### src/rtl/m_mc_ctrl_if.sv
// Shared instruction/data memory port between the sequencer and memory.
// The request is a level held until the memory acknowledges.
interface m_mc_ctrl_if;
    logic w_mem_req;
    logic w_mem_we;
    logic w_mem_sel;
    logic w_ack;

    modport master (
        output w_mem_req,
        output w_mem_we,
        output w_mem_sel,
        input  w_ack
    );

    modport slave (
        input  w_mem_req,
        input  w_mem_we,
        input  w_mem_sel,
        output w_ack
    );
endinterface

### src/rtl/m_mc_ctrl.sv
// Multi-cycle RV32I sequencer: FETCH/DECODE/EXEC/MEM/WB over one memory port,
// with retire counter and sticky trap on memory timeout or illegal decode.
module m_mc_ctrl #(
    parameter int W_CNT   = 32,
    parameter int TIMEOUT = 255
) (
    input  logic             w_clk,
    input  logic             w_rst_n,
    input  logic             w_run,
    input  logic             w_r,
    input  logic             w_i,
    input  logic             w_s,
    input  logic             w_b,
    input  logic             w_u,
    input  logic             w_j,
    input  logic             w_ld,
    input  logic             w_taken,
    m_mc_ctrl_if.master      mem,
    output logic             w_ir_we,
    output logic             w_pc_we,
    output logic             w_pc_sel,
    output logic             w_rf_we,
    output logic [1:0]       w_wb_sel,
    output logic [2:0]       w_state,
    output logic [W_CNT-1:0] w_retired,
    output logic             w_err
);

    localparam int W_WAIT = (TIMEOUT < 2) ? 1 : $clog2(TIMEOUT + 1);
    localparam logic [W_WAIT-1:0] WAIT_LAST = W_WAIT'(TIMEOUT - 1);

    typedef enum logic [2:0] {
        S_IDLE   = 3'd0,
        S_FETCH  = 3'd1,
        S_DECODE = 3'd2,
        S_EXEC   = 3'd3,
        S_MEM    = 3'd4,
        S_WB     = 3'd5,
        S_ERR    = 3'd7
    } state_t;

    state_t            state_q;
    state_t            state_d;
    logic [W_WAIT-1:0] wait_q;
    logic              mem_req;
    logic              mem_we;
    logic              mem_sel;
    logic              legal;
    logic              to_mem;
    logic              wait_hit;

    assign legal  = w_r | w_i | w_s | w_b | w_u | w_j;
    assign to_mem = w_s | w_ld;

    // Last permitted unacknowledged cycle; only meaningful while requesting.
    assign wait_hit = (TIMEOUT != 0) && !mem.w_ack && (wait_q == WAIT_LAST);

    always_ff @(posedge w_clk or negedge w_rst_n) begin
        if (!w_rst_n) begin
            state_q   <= S_IDLE;
            wait_q    <= '0;
            w_retired <= '0;
        end else begin
            state_q <= state_d;
            if (!mem_req || mem.w_ack) begin
                wait_q <= '0;
            end else begin
                wait_q <= wait_q + 1'b1;
            end
            if (w_pc_we) begin
                w_retired <= w_retired + 1'b1;
            end
        end
    end

    always_comb begin
        state_d  = state_q;
        mem_req  = 1'b0;
        mem_we   = 1'b0;
        mem_sel  = 1'b0;
        w_ir_we  = 1'b0;
        w_pc_we  = 1'b0;
        w_pc_sel = 1'b0;
        w_rf_we  = 1'b0;
        w_wb_sel = 2'b00;
        w_err    = 1'b0;
        case (state_q)
            S_IDLE: begin
                if (w_run) state_d = S_FETCH;
            end
            S_FETCH: begin
                mem_req = 1'b1;
                w_ir_we = mem.w_ack;
                if (mem.w_ack)    state_d = S_DECODE;
                else if (wait_hit) state_d = S_ERR;
            end
            S_DECODE: begin
                state_d = legal ? S_EXEC : S_ERR;
            end
            S_EXEC: begin
                state_d = to_mem ? S_MEM : S_WB;
            end
            S_MEM: begin
                mem_req = 1'b1;
                mem_sel = 1'b1;
                mem_we  = w_s;
                // A store retires on its ack; there is no writeback.
                w_pc_we = w_s & mem.w_ack;
                if (mem.w_ack) begin
                    if (w_s) state_d = w_run ? S_FETCH : S_IDLE;
                    else     state_d = S_WB;
                end else if (wait_hit) begin
                    state_d = S_ERR;
                end
            end
            S_WB: begin
                w_pc_we  = 1'b1;
                w_rf_we  = ~(w_b | w_s);
                w_pc_sel = w_j | (w_b & w_taken);
                if (w_ld)     w_wb_sel = 2'b01;
                else if (w_j) w_wb_sel = 2'b10;
                state_d = w_run ? S_FETCH : S_IDLE;
            end
            S_ERR: begin
                w_err = 1'b1;
            end
            default: begin
                state_d = S_ERR;
            end
        endcase
    end

    assign mem.w_mem_req = mem_req;
    assign mem.w_mem_we  = mem_we;
    assign mem.w_mem_sel = mem_sel;
    assign w_state       = state_q;

endmodule

### src/flat_wrapper.sv
// flat-port wrapper written by rule: the top's interface ports become plain ports
module m_mc_ctrl_flat 
#(
    parameter int W_CNT   = 32,
    parameter int TIMEOUT = 255
)
  (w_clk, w_rst_n, w_run, w_r, w_i, w_s, w_b, w_u, w_j, w_ld, w_taken, w_ir_we, w_pc_we, w_pc_sel, w_rf_we, w_wb_sel, w_state, w_retired, w_err, mem_w_mem_req, mem_w_mem_we, mem_w_mem_sel, mem_w_ack);
  m_mc_ctrl_if mem_i ();
  input  logic w_clk;
  input  logic w_rst_n;
  input  logic w_run;
  input  logic w_r;
  input  logic w_i;
  input  logic w_s;
  input  logic w_b;
  input  logic w_u;
  input  logic w_j;
  input  logic w_ld;
  input  logic w_taken;
  output logic w_ir_we;
  output logic w_pc_we;
  output logic w_pc_sel;
  output logic w_rf_we;
  output logic [1:0] w_wb_sel;
  output logic [2:0] w_state;
  output logic [W_CNT-1:0] w_retired;
  output logic w_err;
  output wire logic [$bits(mem_i.w_mem_req)-1:0] mem_w_mem_req;
  output wire logic [$bits(mem_i.w_mem_we)-1:0] mem_w_mem_we;
  output wire logic [$bits(mem_i.w_mem_sel)-1:0] mem_w_mem_sel;
  input wire logic [$bits(mem_i.w_ack)-1:0] mem_w_ack;
  assign mem_w_mem_req = mem_i.w_mem_req;
  assign mem_w_mem_we = mem_i.w_mem_we;
  assign mem_w_mem_sel = mem_i.w_mem_sel;
  assign mem_i.w_ack = mem_w_ack;
  m_mc_ctrl #(.W_CNT(W_CNT), .TIMEOUT(TIMEOUT)) u_core (.w_clk(w_clk), .w_rst_n(w_rst_n), .w_run(w_run), .w_r(w_r), .w_i(w_i), .w_s(w_s), .w_b(w_b), .w_u(w_u), .w_j(w_j), .w_ld(w_ld), .w_taken(w_taken), .mem(mem_i), .w_ir_we(w_ir_we), .w_pc_we(w_pc_we), .w_pc_sel(w_pc_sel), .w_rf_we(w_rf_we), .w_wb_sel(w_wb_sel), .w_state(w_state), .w_retired(w_retired), .w_err(w_err));
endmodule
### config.mk
export PLATFORM = sky130hd
export DESIGN_NAME = m_mc_ctrl_flat
export DESIGN_NICKNAME = d
export VERILOG_FILES = /design/src/rtl/m_mc_ctrl_if.sv /design/src/rtl/m_mc_ctrl.sv /design/src/flat_wrapper.sv
export SDC_FILE = /design/constraint.sdc
export NUM_CORES = 1
export LEC_CHECK = 0
export CAP_MARGIN = 20
export CORE_MARGIN = 8
export CORE_UTILIZATION = 48
export DETAILED_ROUTE_END_ITERATION = 10
export PLACE_DENSITY = 0.79
export SETUP_SLACK_MARGIN = 0.1
export SYNTH_ARGS = -nofsm -noshare
export SYNTH_HDL_FRONTEND = slang
export SYNTH_SLANG_ARGS = --single-unit
### constraint.sdc
create_clock -name w_clk -period 2.5 [get_ports w_clk]
set_input_delay 0.5 -clock w_clk [delete_from_list [all_inputs] [get_ports w_clk]]
set_output_delay 0.5 -clock w_clk [all_outputs]
set_load 0.01 [all_outputs]
==> key figures <==
Outcome
  • Run status: complete, no violations

Synth
  • Ys async rst share: 100%
  • FF+latch count, synth: 43
  • Top cell type's share of synthesized area: 50.6%
  • Syn_nets: 224
  • Leading area contributor after synthesis: dfrtp_1
  • Post-synth EDFFs: 0
  • Synth cell count leaders: 43 x dfrtp_1, 19 x nor2_1, 19 x xnor2_1, 19 x xor2_1, 18 x nand2_1
  • Synth warn: 0
  • Post-synthesis cell type count: 36
  • Mapped Cells: 209
  • Sequential cell area fraction in the yosys report: 50.6%
  • Count leader, synth: dfrtp_1
  • Mapped cell area: 0.00213 mm2
  • Top post-synthesis cells by area: dfrtp_1 51%, xnor2_1 7.8%, xor2_1 7.8%
  • Dominant synthesized flop cell: dfrtp_1
  • Syn_area_per_cell: 10.2 um2

Clocking
  • TritonCTS clock tree: done
  • Clock sink total: 43
  • Clk root buf: clkbuf_8
  • Cts hold-fix bufs: 0
  • Clock slew at reported path FFs: 0.08 ns
  • CTS Buffer Depth: 2
  • H-tree lvl count: 2
  • Clock Latency Late Sink: 0.29 ns
  • CTS Buf Count: 5

GRT
  • Total grt overflow: 0
  • Largest net degree at the start of global routing: 44
  • Antenna violations before repair: 0
  • First-pass GRT wire length: 8620 um
  • Vias in the first global route: 1,830
  • Total GRT Usage: 16.2%

Worst hold path
  • Hold Crit Class: input port to asynchronous set/reset pin

Placed design
  • RePlAce Congestion: 0.789
  • Hpwl dp: 3840 um
  • PortBufs: 56

Worst setup path
  • Kind of critical path: flop to primary output
  • Crit. End Element: primary output
  • WP data arrival: 1.78 ns
  • Crit path max fanout: 7
  • Worst path required time: 2.00 ns
  • CP startpoint kind: flop

Floorplan
  • Die height: 82.6 um
  • Core Region: 0.00432 mm2
  • Die area: 0.00682 mm2
  • Die width: 82.6 um
  • Initial core utilization: 49.2%
  • Top Ports: 57
  • Row cnt: 24

Route
  • Drt pass-1 iters: 4
  • Final ANT Viol Nets: 0
  • WL/cell: 15.8 um
  • DR iter-0 viols: 95
  • Routed Wire Length: 5260 um
  • Vias per cell: 5.49
  • DRC: 0
  • Total number of vias: 1,827

Cells and area
  • Fill cells: 372
  • Post-layout utilization of the core: 67.6%
  • Layout cells sized above 1: 9.61%
  • Nets: 295
  • ANT cells: 0
  • Layout area overhead: 37.3%

Timing
  • Final Setup Violations: 0
  • Rel. slew slack: 49.3%
  • Clk_skew: 0.00745 ns
  • Slew Limit Fails: 0
  • Final period demand of the worst path: 2.28 ns
  • FMAX: 0.439 GHz
  • RSZ-0062 raised after global routing: false
  • Hold Violations, Final: 0
  • Tightest Pin Transition: 0.753 ns
  • Total negative slack: 0 ns
  • Tcrit/Tclk final: 91.1%

Flow run
  • Max Cap Violations: 0

Power and ir drop
  • VDD IR-drop max: 0.534 mV
  • Power Dens Cells: 717 mW/mm2
  • P_leak: 0.00134 uW
worst paths after layout:
path	from	to	slack, ns	depth (start not counted)
worst max-delay path	u_core.w_state[2]	mem_w_mem_req	0.22	3
worst min-delay path	w_rst_n	u_core.wait_q[4]	0.28	2
worst max register to register	u_core.w_state[1]	u_core.w_retired[19]	0.40	5
worst min register to register	u_core.w_retired[31]	u_core.w_retired[31]	0.48	1
max in group asynchronous	w_rst_n	u_core.w_state[0]	1.83	2
min in group w_clk	u_core.w_retired[31]	u_core.w_retired[31]	0.48	1
cells in the final DEF (no fill, tap or decap), types with 7 or more instances in the layout:
master           netlist  layout
nand4_1               13      13
nor2_1                19      19
xor2_1                19      19
dfrtp_1               43      40
and3_1                 7       7
xnor2_1               19      19
nor3_1                 9       9
clkdlybuf4s50_1        0      50
nand3_1               13      13
buf_4                  0      13
nand2_1               18      18
cell families after synthesis:
family	after synthesis	share of synthesized area [%]
AOI/OAI and AO/OA	13	4.12
xor gates and xnor gates	38	15.6
adders and majority gates	4	2.23
buffers and inverters	9	1.65
DFF	43	50.6
and+or+nand+nor	102	25.8
registers in the layout (all words and copies together) (netlist names):
register          flops
u_core.w_retired     32
u_core.w_state        3
u_core.wait_q         8
power breakdown:
part	total [uW]	leakage, uW	internal [uW]	switching (uW)
sequential	904	0.000582	770	133
clock	431	0.0000412	195	235
combinational	760	0.000719	407	353
metrics by stage:
stage                     total power, uW  worst slack, ns  instances  hold WS, ns  instance area [um2]
after floorplan                      1230            0.684        209        0.204                 2130
after global placement               1620           0.0604        323        0.461                 2810
after detailed placement             1640           0.0543        323        0.469                 2810
after CTS                            2110           0.0863        333        0.285                 2910
after global routing                 2230            0.114        333        0.311                 2920
final                                2090            0.221        333        0.276                 2920
cell type report:
type                            count  area [um2]  area share, %
Multi-Input combinational cell    157        1020           34.9
Sequential cell                    43        1080           36.9
Clock buffer                        6        72.6           2.48
Timing Repair Buffer               69         658           22.5
Inverter                            4        15.0          0.514
Clock inverter                      2        12.5          0.428
Tap cell                           52        65.1           2.23
worst max-delay path: stages (launching register included):
cell             delay [ns]
dfrtp_2                0.46
nand2b_1               0.23
a21oi_1                0.23
clkdlybuf4s50_1        0.57
routing by layer:
| layer | global-route usage, % | share of wire [%] | vias up |
|---|---|---|---|
| met3 | 3.79 | 7.1 | 4 |
| met2 | 27.3 | 48 | 44 |
| li1 | - | - | 885 |
| met4 | 5.86 | 1.0 | 0 |
| met1 | 19.7 | 44 | 894 |
| met5 | 0 | 0 | - |
timing repair:
action                                  4_1_cts  5_1_grt
cloned                                        0        0
endpoints found under the setup margin        5        5
resized for setup                             5        4
hold endpoints to repair                      0        0
setup buffers                                 2        0
Note: power is estimated with default switching activity, not from simulation.
